==> src/rtl/alu_cmd_sequencer.sv <==
// Command FIFO plus issue/settle/capture sequencer in front of the combinational 4-bit ALU.
// Optional feature macro ALU_SEQ_CHAIN_EN: cmd_chain feeds the previous result back as operand a.
module alu_cmd_sequencer #(
    parameter int DEPTH  = 4,
    parameter int SETTLE = 1
) (
    input  logic       clk,
    input  logic       rst,
    input  logic       cmd_valid,
    output logic       cmd_ready,
    input  logic [3:0] cmd_op,
    input  logic [3:0] cmd_a,
    input  logic [3:0] cmd_b,
`ifdef ALU_SEQ_CHAIN_EN
    input  logic       cmd_chain,
`endif
    output logic [3:0] alu_opcode,
    output logic [3:0] alu_a,
    output logic [3:0] alu_b,
    input  logic [3:0] alu_x,
    input  logic [3:0] alu_y,
    output logic       rsp_valid,
    input  logic       rsp_ready,
    output logic [3:0] rsp_x,
    output logic [3:0] rsp_y,
    output logic [3:0] rsp_op,
    output logic       busy
);
    localparam int AW = $clog2(DEPTH);
`ifdef ALU_SEQ_CHAIN_EN
    localparam int EW = 13;
`else
    localparam int EW = 12;
`endif
    localparam logic [AW:0] FULL        = (AW + 1)'(DEPTH);
    localparam logic [1:0]  SETTLE_LAST = 2'(SETTLE - 1);

    typedef enum logic [1:0] {IDLE = 2'd0, ISSUE = 2'd1, RESP = 2'd2} state_t;

    state_t        state_q, state_d;
    logic [AW-1:0] wr_ptr_q, wr_ptr_d, rd_ptr_q, rd_ptr_d;
    logic [AW:0]   count_q, count_d;
    logic [1:0]    cnt_q, cnt_d;
    logic [3:0]    alu_opcode_q, alu_opcode_d, alu_a_q, alu_a_d, alu_b_q, alu_b_d;
    logic [3:0]    rsp_x_q, rsp_x_d, rsp_y_q, rsp_y_d, rsp_op_q, rsp_op_d;
    logic          rsp_valid_q, rsp_valid_d;
    logic [EW-1:0] mem_q [DEPTH];
    logic [EW-1:0] head;
    logic          push, pop;
    logic [7:0]    masked;
`ifdef ALU_SEQ_CHAIN_EN
    logic [3:0]    last_q, last_d;
`endif

    // Keep only the result bits the ALU actually drives for this opcode; returns {y, x}.
    function automatic logic [7:0] mask_result(input logic [3:0] op, input logic [3:0] x,
                                               input logic [3:0] y);
        logic [7:0] r;
        case (op)
            4'h0, 4'h1, 4'h2, 4'h6, 4'h7, 4'h8, 4'h9: r = {4'h0, 3'b000, x[0]};
            4'hA:                                     r = {3'b000, y[0], x};
            4'hC, 4'hD, 4'hE:                         r = {y, x};
            default:                                  r = {4'h0, x};
        endcase
        return r;
    endfunction

    assign cmd_ready = (count_q != FULL);
    assign push      = cmd_valid && cmd_ready;
    assign busy      = (state_q != IDLE) || (count_q != '0);
    assign head      = mem_q[rd_ptr_q];
    assign masked    = mask_result(alu_opcode_q, alu_x, alu_y);

    always_comb begin
        state_d      = state_q;
        cnt_d        = cnt_q;
        alu_opcode_d = alu_opcode_q;
        alu_a_d      = alu_a_q;
        alu_b_d      = alu_b_q;
        rsp_x_d      = rsp_x_q;
        rsp_y_d      = rsp_y_q;
        rsp_op_d     = rsp_op_q;
        rsp_valid_d  = rsp_valid_q;
        pop          = 1'b0;
`ifdef ALU_SEQ_CHAIN_EN
        last_d       = last_q;
`endif
        case (state_q)
            IDLE: begin
                if (count_q != '0) begin
                    pop     = 1'b1;
                    state_d = ISSUE;
                end
            end
            ISSUE: begin
                if (cnt_q == SETTLE_LAST) begin
                    rsp_x_d     = masked[3:0];
                    rsp_y_d     = masked[7:4];
                    rsp_op_d    = alu_opcode_q;
                    rsp_valid_d = 1'b1;
                    state_d     = RESP;
`ifdef ALU_SEQ_CHAIN_EN
                    last_d      = masked[3:0];
`endif
                end else begin
                    cnt_d = cnt_q + 2'd1;
                end
            end
            RESP: begin
                // A waiting command is issued on the same edge the response is taken.
                if (rsp_valid_q && rsp_ready) begin
                    rsp_valid_d = 1'b0;
                    if (count_q != '0) begin
                        pop     = 1'b1;
                        state_d = ISSUE;
                    end else begin
                        state_d = IDLE;
                    end
                end
            end
            default: state_d = IDLE;
        endcase

        if (pop) begin
            alu_opcode_d = head[11:8];
            alu_b_d      = head[3:0];
            cnt_d        = 2'd0;
`ifdef ALU_SEQ_CHAIN_EN
            alu_a_d      = head[12] ? last_q : head[7:4];
`else
            alu_a_d      = head[7:4];
`endif
        end

        wr_ptr_d = push ? wr_ptr_q + AW'(1) : wr_ptr_q;
        rd_ptr_d = pop  ? rd_ptr_q + AW'(1) : rd_ptr_q;
        count_d  = count_q;
        if (push && !pop)      count_d = count_q + (AW + 1)'(1);
        else if (pop && !push) count_d = count_q - (AW + 1)'(1);
    end

    always_ff @(posedge clk) begin
        if (rst) begin
            state_q      <= IDLE;
            cnt_q        <= 2'd0;
            wr_ptr_q     <= '0;
            rd_ptr_q     <= '0;
            count_q      <= '0;
            alu_opcode_q <= 4'h0;
            alu_a_q      <= 4'h0;
            alu_b_q      <= 4'h0;
            rsp_x_q      <= 4'h0;
            rsp_y_q      <= 4'h0;
            rsp_op_q     <= 4'h0;
            rsp_valid_q  <= 1'b0;
`ifdef ALU_SEQ_CHAIN_EN
            last_q       <= 4'h0;
`endif
        end else begin
            state_q      <= state_d;
            cnt_q        <= cnt_d;
            wr_ptr_q     <= wr_ptr_d;
            rd_ptr_q     <= rd_ptr_d;
            count_q      <= count_d;
            alu_opcode_q <= alu_opcode_d;
            alu_a_q      <= alu_a_d;
            alu_b_q      <= alu_b_d;
            rsp_x_q      <= rsp_x_d;
            rsp_y_q      <= rsp_y_d;
            rsp_op_q     <= rsp_op_d;
            rsp_valid_q  <= rsp_valid_d;
`ifdef ALU_SEQ_CHAIN_EN
            last_q       <= last_d;
`endif
        end
    end

    // Storage needs no reset: occupancy is tracked by count_q alone.
    always_ff @(posedge clk) begin
        if (push) begin
`ifdef ALU_SEQ_CHAIN_EN
            mem_q[wr_ptr_q] <= {cmd_chain, cmd_op, cmd_a, cmd_b};
`else
            mem_q[wr_ptr_q] <= {cmd_op, cmd_a, cmd_b};
`endif
        end
    end

    assign alu_opcode = alu_opcode_q;
    assign alu_a      = alu_a_q;
    assign alu_b      = alu_b_q;
    assign rsp_x      = rsp_x_q;
    assign rsp_y      = rsp_y_q;
    assign rsp_op     = rsp_op_q;
    assign rsp_valid  = rsp_valid_q;

endmodule
==> config.mk <==
export PLATFORM = sky130hd
export DESIGN_NAME = alu_cmd_sequencer
export DESIGN_NICKNAME = d
export VERILOG_FILES = /design/src/rtl/alu_cmd_sequencer.sv
export SDC_FILE = /design/constraint.sdc
export NUM_CORES = 1
export LEC_CHECK = 0
export ABC_AREA = 1
export BUFFER_PORTS_ARGS = -buffer_cell sky130_fd_sc_hd__buf_2
export CAP_MARGIN = 5
export CELL_PAD_IN_SITES_DETAIL_PLACEMENT = 1
export CELL_PAD_IN_SITES_GLOBAL_PLACEMENT = 1
export CORE_MARGIN = 3
export CORE_UTILIZATION = 48
export CTS_BUF_LIST = sky130_fd_sc_hd__clkbuf_8
export CTS_CLUSTER_SIZE = 20
export DETAILED_ROUTE_END_ITERATION = 8
export PLACE_DENSITY_LB_ADDON = 0.1
export SLEW_MARGIN = 20
export SYNTH_ARGS = -nofsm -noshare
export SYNTH_HDL_FRONTEND = slang
export SYNTH_SLANG_ARGS = --single-unit
==> constraint.sdc <==
create_clock -name clk -period 3 [get_ports clk]
set_clock_uncertainty 0.2 [all_clocks]
set_input_delay 0.6 -clock clk [delete_from_list [all_inputs] [get_ports clk]]
set_output_delay 0.6 -clock clk [all_outputs]
set_load 0.005 [all_outputs]
======== Word level (Yosys, flattened, before mapping) ========
Memories as Yosys holds them, arrays and structs flattened. A register that Yosys moved wholly into a read port is not among the register bits.
Index checks and enable logic that the tools add are counted.
operators by class
  eq/ne operators ......................... 16
  reductions and logical operators ........ 21
  bitwise operators ....................... 1
  add/sub/neg operators ................... 5
  multiplexer cells ....................... 16
operators by type and width
  kind                 number
  $eq 4x4->1 const B   6
  $pmux 8 s3           1
  $eq 4x3->1 const B   2
  $mux 1               7
  $reduce_or 7->1      1
  $add 2x1->2 const B  3
  $mux 2               3
  $mux 3               2
  $ne 2x2->1 const B   3
  $pmux 2 s3           1
  $reduce_and 3->1     2
  $reduce_bool 2->1    3
  $eq 4x1->1 const B   1
  $eq 4x2->1 const B   1
  $logic_and 1x1->1    4
  $logic_not 2->1      2
  $logic_not 4->1      1
  $pmux 1 s2           2
  $reduce_and 2->1     2
  $add 3x1->3 const B  1
  $ne 3x3->1 const B   1
  $reduce_bool 3->1    1
  $reduce_or 3->1      1
  $sub 3x1->3 const B  1
  6 further kinds      7
storage, ports and cells
  memories ................................ 1
  output and inout port bits .............. 27
  bits of input ports ..................... 24
  flip-flop bits (word level) ............. 24
  RAM bits ................................ 48
  word-level logic and storage cells ...... 69
memories
  name   depth  bits a word  rd ports  clocked after memory_dff  write ports  line  source
  mem_q  4      12           1         1                         1            47    logic [EW-1:0] mem_q [DEPTH];

======== Depth between registers and ports, before layout ========
Gate-level depths: netlist of run 1.
  depth after elaboration ................. 7
  gate-level depth with buffers ........... 12

======== Least setup slack after synthesis of run 1 ========
Ideal clock, no wire load.
  path type ............................... input-to-reg
  from .................................... in rsp_ready
  to ...................................... reg count_q[2]
  library setup time ...................... 0.113 ns
  path slack .............................. 0.750 ns
  cell stages on the path ................. 11
  data required time ...................... 2.687 ns
  path buffers ............................ 1
  arrival time ............................ 1.937 ns
  path through ............................ nand2_1 nand2_1 nand3_1 buf_2 ha_1 inv_1 fa_1 a21oi_1 o21ai_0 nor2_1 nor2_1
between the ends
  cells in the longest elaborated chain, start to end .. 6
  elaborated cells between the ends (all ways) .. 8
  those cells by class .................... mux (3); reduce/logical (5)
RTL lines
  item                                         line  source
  start, declared                              23    input logic rsp_ready,
  $logic_and 1x1->1 (*)                        111   if (rsp_valid_q && rsp_ready) begin
  $mux 1 (*)                                   111
  $pmux 1 s2 (*)                               88    case (state_q)
  $logic_not 1->1                              138   if (push && !pop) count_d = count_q + (AW + 1)'(1);
  $logic_and 1x1->1                            138
  $mux 3 or $reduce_bool 2->1 (tied branches)  --
  end signal, assigned                         164   count_q <= count_d;
  end, declared                                42    logic [AW:0] count_q, count_d;
Mark *: on every way between the ends. The rest lies on a longest branch, timed or not.
A chain may end at the register's enable or synchronous reset.

======== Final worst setup path of run 1 ========
  from .................................... reg count_q[1]
  to ...................................... reg count_q[2]
between the ends
  elaborated cells between the ends (all ways) .. 15
  those cells by class .................... add/sub (2); eq/ne (1); mux (5); reduce/logical (7)
RTL lines
  item                         line  source
  $ne 3x3->1 (*)               68    assign cmd_ready = (count_q != FULL);
  $logic_and 1x1->1 (*)        69    assign push = cmd_valid && cmd_ready;
  via push                     49    logic push, pop;
  $logic_not 1->1              139   else if (pop && !push) count_d = count_q - (AW + 1)'(1);
  $logic_and 1x1->1            139
  $reduce_bool 2->1 (no line)  --
The timed path passes the listed nets; every way through them passes the cells marked *. The select of a mux whose other input is x is not followed.

==> impl_metrics.yaml, run 1 <==
grt:
  antenna_found_initial: 0
  grt_pass1_vias: 2551
  grt_use_total_pct: 19.1
  grt_max_degree: 30
  grt_first_pass_wirelength_um: 12500
  grt-ovfl-total: 0
sta:
  fin_crit_sh_pct: 72.1
  final.setup.tns_ns: 0
  finalSetupViolations: 0
  rsz0062_at_grt: "false"
  whs_ns: 0.255
  hold_viol: 0
  layout_min_cycle_time_ns: 2.16
  slew_violations: 0
  fmax_mhz: 463
  slew_headroom_pct: 46.7
  max_slew.worst_pin.slew_ns: 0.799
synth:
  synthAdderAreaFrac_pct: 2.74
  synth_area_per_cell_sq_um: 9.40
  synth_edf_count: 48
  syn_inst: 369
  synth_compound_gate_area_share_pct: 8.47
  synthMuxAreaShare_pct: 0
  synth_top_flop_cell: "edfxtp_1"
  syn_nets: 400
  synth_async_sr_flop_share_pct: 0
  syn_area_sq_um: 3470
  synth_top_family_by_area: "simple AND/OR/NAND/NOR gates"
  synthSimpleGateAreaFrac_pct: 19.7
  ys_types: 23
  ys_ff_latch: 84
  synthXorXnorAreaFrac_pct: 0
  yosys_warnings: 0
  synth-seq-area-share_pct: 62.3
route:
  routedWlPerCell_um: 14.3
  ant_nets: 0
  drc: 0
  viasPerCell: 4.84
  drtIter0Drc: 100
  vias: 2536
  totalWireLength_um: 7470
  drtPass1Iterations: 5
clock_tree:
  cts_buffers: 9
  cts_max_level: 3
  clock_path_buffers: 2
  cts_tree: "yes"
  postCtsSetupBuffers: 0
  cts-root-buf: "clkbuf_8"
  path_clk_slew_ns: 0.09
  clock-sinks: 84
  cts_resized: 0
  clk_latency_ns: 0.35
  ctsHoldBuffers: 0
floorplanning:
  fp.dieH_um: 91.0
  dieArea_sq_um: 8280
  die_x_um: 91.0
  rows: 30
  ioPinCount: 51
  core_region_area_sq_um: 6910
  initial_core_util_pct: 50.2
min_path:
  min_from: "cmd_op[2]"
  hp-class: "in2reg"
critical_path:
  cp_cell_sequence: "inv_1 -> nand3_1 -> nand2_1 -> inv_1 -> ha_1 -> inv_1 -> fa_1 -> a21oi_1 -> o21ai_0 -> nand2_1 -> nand2_1 -> nor2_1"
  slowest_stage: "dfxtp_1"
  worstPathRequired_ns: 3.10
  crit_path_start_kind: "flop"
  endpoint_kind: "flop"
  path_max_fanout: 9
  cpPeakStageDelay_ns: 0.37
  cp_data_arrival_time_ns: 2.26
  reg2reg_from: "count_q[1]$_SDFFE_PP0P_"
  critical_path_buf_inv_count: 3
  crit_start: "count_q[1]$_SDFFE_PP0P_"
  path_class: "reg2reg"
  cp_top_family: "simple AND/OR/NAND/NOR gates"
placement:
  placed_area_sq_um: 3790
  dp.final_hpwl_um: 4980
  routabilityCongestion: 0.735
  port_buffers: 50
finish:
  drive_gt1_share_pct: 18.9
  layout.nets: 454
  n_antenna_cell: 0
  stdcell_area_sq_um: 4020
  syn_to_final_growth_pct: 15.9
run:
  maxCapViolCount: 0
pwr:
  ir_worst_vdd_uv: 536
  total_power_w: 0.00370
  power_density_nw_per_um2: 921
  leakagePower_nw: 1.71
run_status:
  status: "finished, final reports clean"
-- flip-flops by register name (all words and copies together), names as in the netlist --
| signal | cells |
|---|---|
| cnt_q | 2 |
| state_q | 2 |
| wr_ptr_q | 2 |
| alu_opcode | 4 |
| count_q | 3 |
| rsp_y | 4 |
| alu_a | 4 |
| mem_q | 48 |
| rsp_valid | 1 |
| rsp_x | 4 |
| rd_ptr_q | 2 |
| rsp_op | 4 |
| alu_b | 4 |
-- routing by layer --
metal | wire, um | GRT usage [%] | vias to the layer above
li1 | - | - | 1301
met1 | 3420 | 24.8 | 1176
met2 | 3660 | 31.6 | 47
met3 | 268 | 3.73 | 12
met4 | 125 | 7.66 | 0
met5 | 0 | 0 | -
-- cell usage after synthesis (3+ instances only) --
master      n  area share [%]
nand3_1    12             1.7
buf_2       6            0.87
o21ai_0    22             3.2
dfxtp_1    36              21
inv_1      30             3.2
a21oi_1    22             3.2
buf_4       3            0.65
o21ai_1    13             1.9
inv_2       3            0.32
ha_1        6             2.2
edfxtp_1   48              42
nor2_1     48             5.2
nand2_1   107              12
buf_6       4             1.3
-- final timing paths --
path                                  end  slack (ns)  cells after the start
hold reg to reg     rsp_y[1]$_SDFFE_PP0P_        0.26                      2
setup / recovery  count_q[2]$_SDFFE_PP0P_        0.84                     12
hold / removal     mem_q[2][10]$_DFFE_PP_        0.26                      1
setup reg to reg  count_q[2]$_SDFFE_PP0P_        0.84                     12
-- where the power goes --
part | total (W) | switching (W) | internal, W
Clock | 0.000914 | 0.000429 | 0.000485
Combinational | 0.00123 | 0.000811 | 0.000424
Sequential | 0.00155 | 0.000123 | 0.00143
Total | 0.00370 | 0.00136 | 0.00234
-- cell usage in the layout, fill, tap and decap left out, drive strengths merged --
master | synthesis | routed
a21oi | 23 | 23
buf | 13 | 57
bufinv | 0 | 2
clkbuf | 1 | 9
clkinv | 0 | 1
dfxtp | 36 | 36
edfxtp | 48 | 48
fa | 1 | 1
ha | 6 | 6
inv | 34 | 38
nand2 | 109 | 109
nand3 | 12 | 12
nand3b | 1 | 1
nand4 | 1 | 1
nor2 | 49 | 49
o21ai | 35 | 35
-- layout make-up --
type	count	area, sq um
fill	828	2890
sequential	84	2160
multi-input combinational	237	1070
timing repair buffer	57	303
inverter	34	133
clock buffer	9	124
tap	96	120
clock inverter	7	106
-- kinds of logic after synthesis --
kind of cell             count (synthesis)
AND/OR/NAND/NOR                        172
buffers and inverters                   48
adder cells (fa/ha/maj)                  7
flip-flops                              84
AO/OA/AOI/OAI                           58
-- metrics by stage --
| stage | utilization [%] | instances | worst slack [ns] |
|---|---|---|---|
| final | 58.2 | 524 | 0.838 |
| after global routing | 58.2 | 524 | 0.581 |
| after CTS | 58.2 | 524 | 0.805 |
| after detailed placement | 54.9 | 508 | 0.675 |
| after global placement | 54.9 | 508 | 0.754 |
| after floorplan | - | 369 | 0.750 |
Note: power is estimated with default switching activity, not from simulation.
==> run 2, diff against run 1 <==
--- a/config.mk
+++ b/config.mk
@@ -11,7 +11,7 @@
 export CELL_PAD_IN_SITES_DETAIL_PLACEMENT = 1
 export CELL_PAD_IN_SITES_GLOBAL_PLACEMENT = 1
 export CORE_MARGIN = 3
-export CORE_UTILIZATION = 48
+export CORE_UTILIZATION = 45
 export CTS_BUF_LIST = sky130_fd_sc_hd__clkbuf_8
 export CTS_CLUSTER_SIZE = 20
 export DETAILED_ROUTE_END_ITERATION = 8
==> constraint.sdc (replaced) <==
create_clock -name clk -period 2 [get_ports clk]
set_clock_uncertainty 0.2 [all_clocks]
set_input_delay 0.4 -clock clk [delete_from_list [all_inputs] [get_ports clk]]
set_output_delay 0.4 -clock clk [all_outputs]
set_load 0.005 [all_outputs]
==> run 2 against run 1 <==
Against the previous run: via count increased by 3.3%; combinational power increased by 61%; global-route usage decreased by 0.70 points; non-clock buffer count increased by 5; largest cell class unchanged; routed wire length increased by 2.0%; count of clock-buffer cells in the layout unchanged.
==> impl_metrics.yaml, run 2 (synthesized netlist as in run 1, its figures left out) <==
finish:
  fill_cells: 872
  stdcell_area_sq_um: 4050
  drive_gt1_share_pct: 21.2
  layout.nets: 459
  multi_input_area_sq_um: 1090
  post-route-util_pct: 55.0
  top_register: "mem_q"
  largest_register_ff_count: 48
  mostFrequentLayoutCells: "nand2_1, buf_2, nor2_1, edfxtp_1, dfxtp_1"
  seqCellArea_sq_um: 2160
  syn_to_final_growth_pct: 16.8
  mostFrequentLayoutCell: "nand2_1"
  n_antenna_cell: 0
placement:
  dp.final_hpwl_um: 5050
  dp_slack_ns: -0.143
  routabilityCongestion: 0.746
  placed_area_sq_um: 3840
  port_buffers: 50
sta:
  fin_ws_ns: 0.0568
  slew_headroom_pct: 70.9
  fin_crit_sh_pct: 97.2
  fmax_mhz: 515
  layout_min_cycle_time_ns: 1.94
  slew_violations: 0
  finalSetupViolations: 0
  whs_ns: 0.0625
  hold_viol: 0
  max_slew.worst_pin.slew_ns: 0.436
critical_path:
  ff2ff_path_depth: 12
  worstPathRequired_ns: 2.10
  reg2reg_from: "count_q[1]$_SDFFE_PP0P_"
  cp_top_family: "adder cells"
  cp.depth: 12
  path_class: "reg2reg"
  cp_cell_sequence: "inv_1 -> nand3_1 -> nand2_1 -> inv_1 -> ha_1 -> inv_1 -> fa_2 -> a21oi_2 -> o21ai_2 -> nand2_1 -> nand2_1 -> nor2_1"
  slowest_stage: "fa_2"
  r2r_slack_ns: 0.06
  cpPeakStageDelay_ns: 0.37
  cp_data_arrival_time_ns: 2.04
  path_max_fanout: 3
  crit_path_start_kind: "flop"
  endpoint_kind: "flop"
  worstReg2RegEnd: "count_q[2]$_SDFFE_PP0P_"
  critical_path_buf_inv_count: 3
floorplanning:
  core_region_area_sq_um: 7370
  initial_core_util_pct: 47.1
  die_x_um: 93.8
  rows: 31
  ioPinCount: 51
  fp.dieH_um: 93.8
  dieArea_sq_um: 8800
run:
  maxCapViolCount: 0
min_path:
  hold_end: "mem_q[2][0]$_DFFE_PP_"
  hold_depth: 1
  min_from: "cmd_b[0]"
  hp-class: "in2reg"
route:
  vias: 2619
  drtIter0Drc: 94
  totalWireLength_um: 7610
  drtPass1Iterations: 6
  viasPerCell: 4.92
  routedWlPerCell_um: 14.3
  ant_nets: 0
  drc: 0
clock_tree:
  ctsHoldBuffers: 0
  clk_latency_ns: 0.35
  clock_path_buffers: 2
  path_clk_slew_ns: 0.09
  cts_buffers: 9
  clock-sinks: 84
  cts_max_level: 3
  cts-root-buf: "clkbuf_8"
  cts_tree: "yes"
grt:
  grt-ovfl-total: 0
  grt_use_total_pct: 18.5
  antenna_found_initial: 0
  grt_pass1_vias: 2668
  grt_first_pass_wirelength_um: 12500
  grt_max_degree: 30
pwr:
  power_density_nw_per_um2: 1330
  p_comb_share_pct: 36.6
  power_frac_seq_pct: 42.8
  p_switching_w: 0.00208
  p_sw_share_pct: 38.5
  internal-power_w: 0.00332
  total_power_w: 0.00540
  ir_worst_vdd_uv: 479
  clock_power_share_pct: 20.6
  leakagePower_nw: 1.72
run_status:
  status: "finished, final reports clean"
==> run 2: through the flow <==
stage,std cells,TNS (ns)
5_1_grt,532,-0.0457
2_1_floorplan,369,0
6_report,532,0
4_1_cts,531,0
3_5_place_dp,515,-0.143
3_3_place_gp,515,-0.0297
==> run 2: worst max-delay path by stage <==
| stage | startpoint | end | slack [ns] |
|---|---|---|---|
| after floorplan | rsp_ready | count_q[2]$_SDFFE_PP0P_ | 0.0007 |
| after global placement | rsp_ready | count_q[2]$_SDFFE_PP0P_ | -0.03 |
| after detailed placement | rsp_ready | count_q[2]$_SDFFE_PP0P_ | -0.14 |
| after CTS | count_q[0]$_SDFFE_PP0P_ | count_q[2]$_SDFFE_PP0P_ | 0.01 |
| after global routing | count_q[1]$_SDFFE_PP0P_ | count_q[2]$_SDFFE_PP0P_ | -0.04 |
| final | count_q[1]$_SDFFE_PP0P_ | count_q[2]$_SDFFE_PP0P_ | 0.06 |
==> run 2: area by class of cell <==
cell class              count  area share, %
repair buffers             62           8.70
multi-input cells         237           27.0
well taps                  99           3.06
clock inverters             7           1.54
inverters                  34           3.27
clock buffers               9           3.06
flip-flops and latches     84           53.4
==> run 2: per-layer routing <==
metal | global-route usage, % | vias up | part of all wire [%] | wire length [um]
met3 | 3.04 | 8 | 3.2 | 244
met5 | 0 | - | 0 | 0
met4 | 6.14 | 0 | 1.0 | 78
met1 | 23.0 | 1250 | 45 | 3440
met2 | 32.5 | 50 | 51 | 3850
li1 | - | 1311 | - | -
==> run 2: power by group through the flow <==
stage / clock network (W) / registers, W / logic [W]
6_report: 0.00111 / 0.00231 / 0.00198
5_1_grt: 0.00122 / 0.00235 / 0.00229
3_3_place_gp: 0 / 0.00233 / 0.00183
2_1_floorplan: 0 / 0.00234 / 0.00139
4_1_cts: 0.00115 / 0.00231 / 0.00194
3_5_place_dp: 0 / 0.00235 / 0.00191
==> run 2: repair_timing <==
item                                    4_1_cts  5_1_grt
gates resized for setup                       3        6
pin swaps                                     0        1
buffers inserted                              0        1
endpoints found under the setup margin        1        2
==> run 3, diff against run 2 <==
--- a/config.mk
+++ b/config.mk
@@ -16,6 +16,7 @@
 export CTS_CLUSTER_SIZE = 20
 export DETAILED_ROUTE_END_ITERATION = 8
 export PLACE_DENSITY_LB_ADDON = 0.1
+export REMOVE_ABC_BUFFERS = 1
 export SLEW_MARGIN = 20
 export SYNTH_ARGS = -nofsm -noshare
 export SYNTH_HDL_FRONTEND = slang
==> run 3 against run 2 <==
Against the previous run: hold slack got worse by 0.0038 ns; critical path type unchanged; total power increased by 1.1%; core utilization increased by 0.32 points; die area unchanged; non-clock buffer count increased by 3; sequential cell count unchanged; critical path depth decreased by 3; final cell count increased by 0.56%; sequential power about the same; fmax increased by 5.9%.
==> impl_metrics.yaml, run 3 (synthesized netlist as in run 1, its figures left out) <==
run:
  maxCapViolCount: 0
route:
  ant_nets: 0
  drc: 0
  drtIter0Drc: 117
  routedWlPerCell_um: 14.1
  vias: 2577
  viasPerCell: 4.82
  totalWireLength_um: 7560
  drtPass1Iterations: 4
critical_path:
  cp_cell_sequence: "inv_2 -> nand3_2 -> nand2_1 -> inv_1 -> ha_1 -> inv_1 -> fa_2 -> o21ai_0 -> a21oi_1"
  cp_top_family: "adder cells"
  worstPathRequired_ns: 2.04
  slowest_stage: "fa_2"
  crit_path_start_kind: "flop"
  cp_data_arrival_time_ns: 1.87
  path_class: "reg2reg"
  cpMostUsedCell: "inv_1"
  cpPeakStageDelay_ns: 0.43
  path_max_fanout: 4
  endpoint_kind: "flop"
  critical_path_buf_inv_count: 3
clock_tree:
  cts_tree: "yes"
  ctsHoldBuffers: 0
  cts_buffers: 9
  clock-sinks: 84
  path_clk_slew_ns: 0.08
  clk_latency_ns: 0.35
  cts_max_level: 3
  clock_path_buffers: 2
  cts-root-buf: "clkbuf_8"
pwr:
  total_power_w: 0.00546
  power_density_nw_per_um2: 1340
  leakagePower_nw: 1.74
  ir_worst_vdd_uv: 611
placement:
  routabilityCongestion: 0.711
  port_buffers: 50
  dp.final_hpwl_um: 4980
sta:
  slew_violations: 0
  slew_headroom_pct: 71.3
  final.setup.tns_ns: 0
  layout_min_cycle_time_ns: 1.83
  max_slew.worst_pin.slew_ns: 0.430
  finalSetupViolations: 0
  fmax_mhz: 545
  hold_viol: 0
  fin_crit_sh_pct: 91.7
floorplanning:
  initial_core_util_pct: 47.1
  fp.dieH_um: 93.8
  rows: 31
  die_x_um: 93.8
  dieArea_sq_um: 8800
  ioPinCount: 51
  core_region_area_sq_um: 7370
grt:
  grt_first_pass_wirelength_um: 12100
  grt_pass1_vias: 2540
  grt_max_degree: 30
  antenna_found_initial: 0
  grt-ovfl-total: 0
  grt_use_total_pct: 18.1
finish:
  layout.nets: 462
  mostFrequentLayoutCell: "nand2_1"
  top_register: "mem_q"
  largest_register_ff_count: 48
  mostFrequentLayoutCells: "nand2_1, buf_2, nor2_1, edfxtp_1, dfxtp_1"
  drive_gt1_share_pct: 22.0
  syn_to_final_growth_pct: 17.5
  post-route-util_pct: 55.3
  n_antenna_cell: 0
min_path:
  hp-class: "in2reg"
run_status:
  status: "finished, final reports clean"
-- run 3: layer usage --
| layer | track usage (%) | wire (um) | vias up |
|---|---|---|---|
| met4 | 6.86 | 119 | 0 |
| li1 | - | - | 1318 |
| met2 | 32.9 | 3830 | 43 |
| met5 | 0 | 0 | - |
| met1 | 21.1 | 3360 | 1205 |
| met3 | 3.04 | 252 | 11 |
-- run 3: power breakdown --
| group | internal [W] | leakage, nW | switching (W) |
|---|---|---|---|
| combinational | 0.000735 | 0.906 | 0.00125 |
| clock | 0.000562 | 0.0976 | 0.000591 |
| sequential | 0.00215 | 0.737 | 0.000169 |
| total | 0.00345 | 1.74 | 0.00201 |
-- run 3: path summary, 6_finish.rpt --
kind / startpoint / to / slack (ns) / cells past startpoint
max: count_q[0]$_SDFFE_PP0P_ / count_q[1]$_SDFFE_PP0P_ / 0.17 / 9
min: cmd_a[0] / mem_q[1][4]$_DFFE_PP_ / 0.06 / 1
max reg2reg: count_q[0]$_SDFFE_PP0P_ / count_q[1]$_SDFFE_PP0P_ / 0.17 / 9
min reg2reg: rsp_y[1]$_SDFFE_PP0P_ / rsp_y[1]$_SDFFE_PP0P_ / 0.27 / 2
-- run 3: what timing repair did --
item                                    4_1_cts  5_1_grt
setup buffers                                 0        3
endpoints found under the setup margin        0        2
resized for setup                             0       11
-- run 3: stage by stage --
step                setup slack (ns)  area (sq um)  cells  hold WS [ns]
floorplan                     -0.467          3370    355         0.240
global placement             -0.0139          3840    516         0.249
detailed placement           -0.0764          3840    516         0.256
CTS                          0.00835          4030    532        0.0486
global route                -0.00719          4080    535        0.0581
finish                         0.166          4080    535        0.0588
-- run 3: layout make-up --
type,instances,area [sq um]
timing repair buffer,65,375
multi-input combinational,237,1090
fill,882,3290
clock inverter,7,60.1
inverter,34,133
clock buffer,9,124
tap,99,124
sequential,84,2170
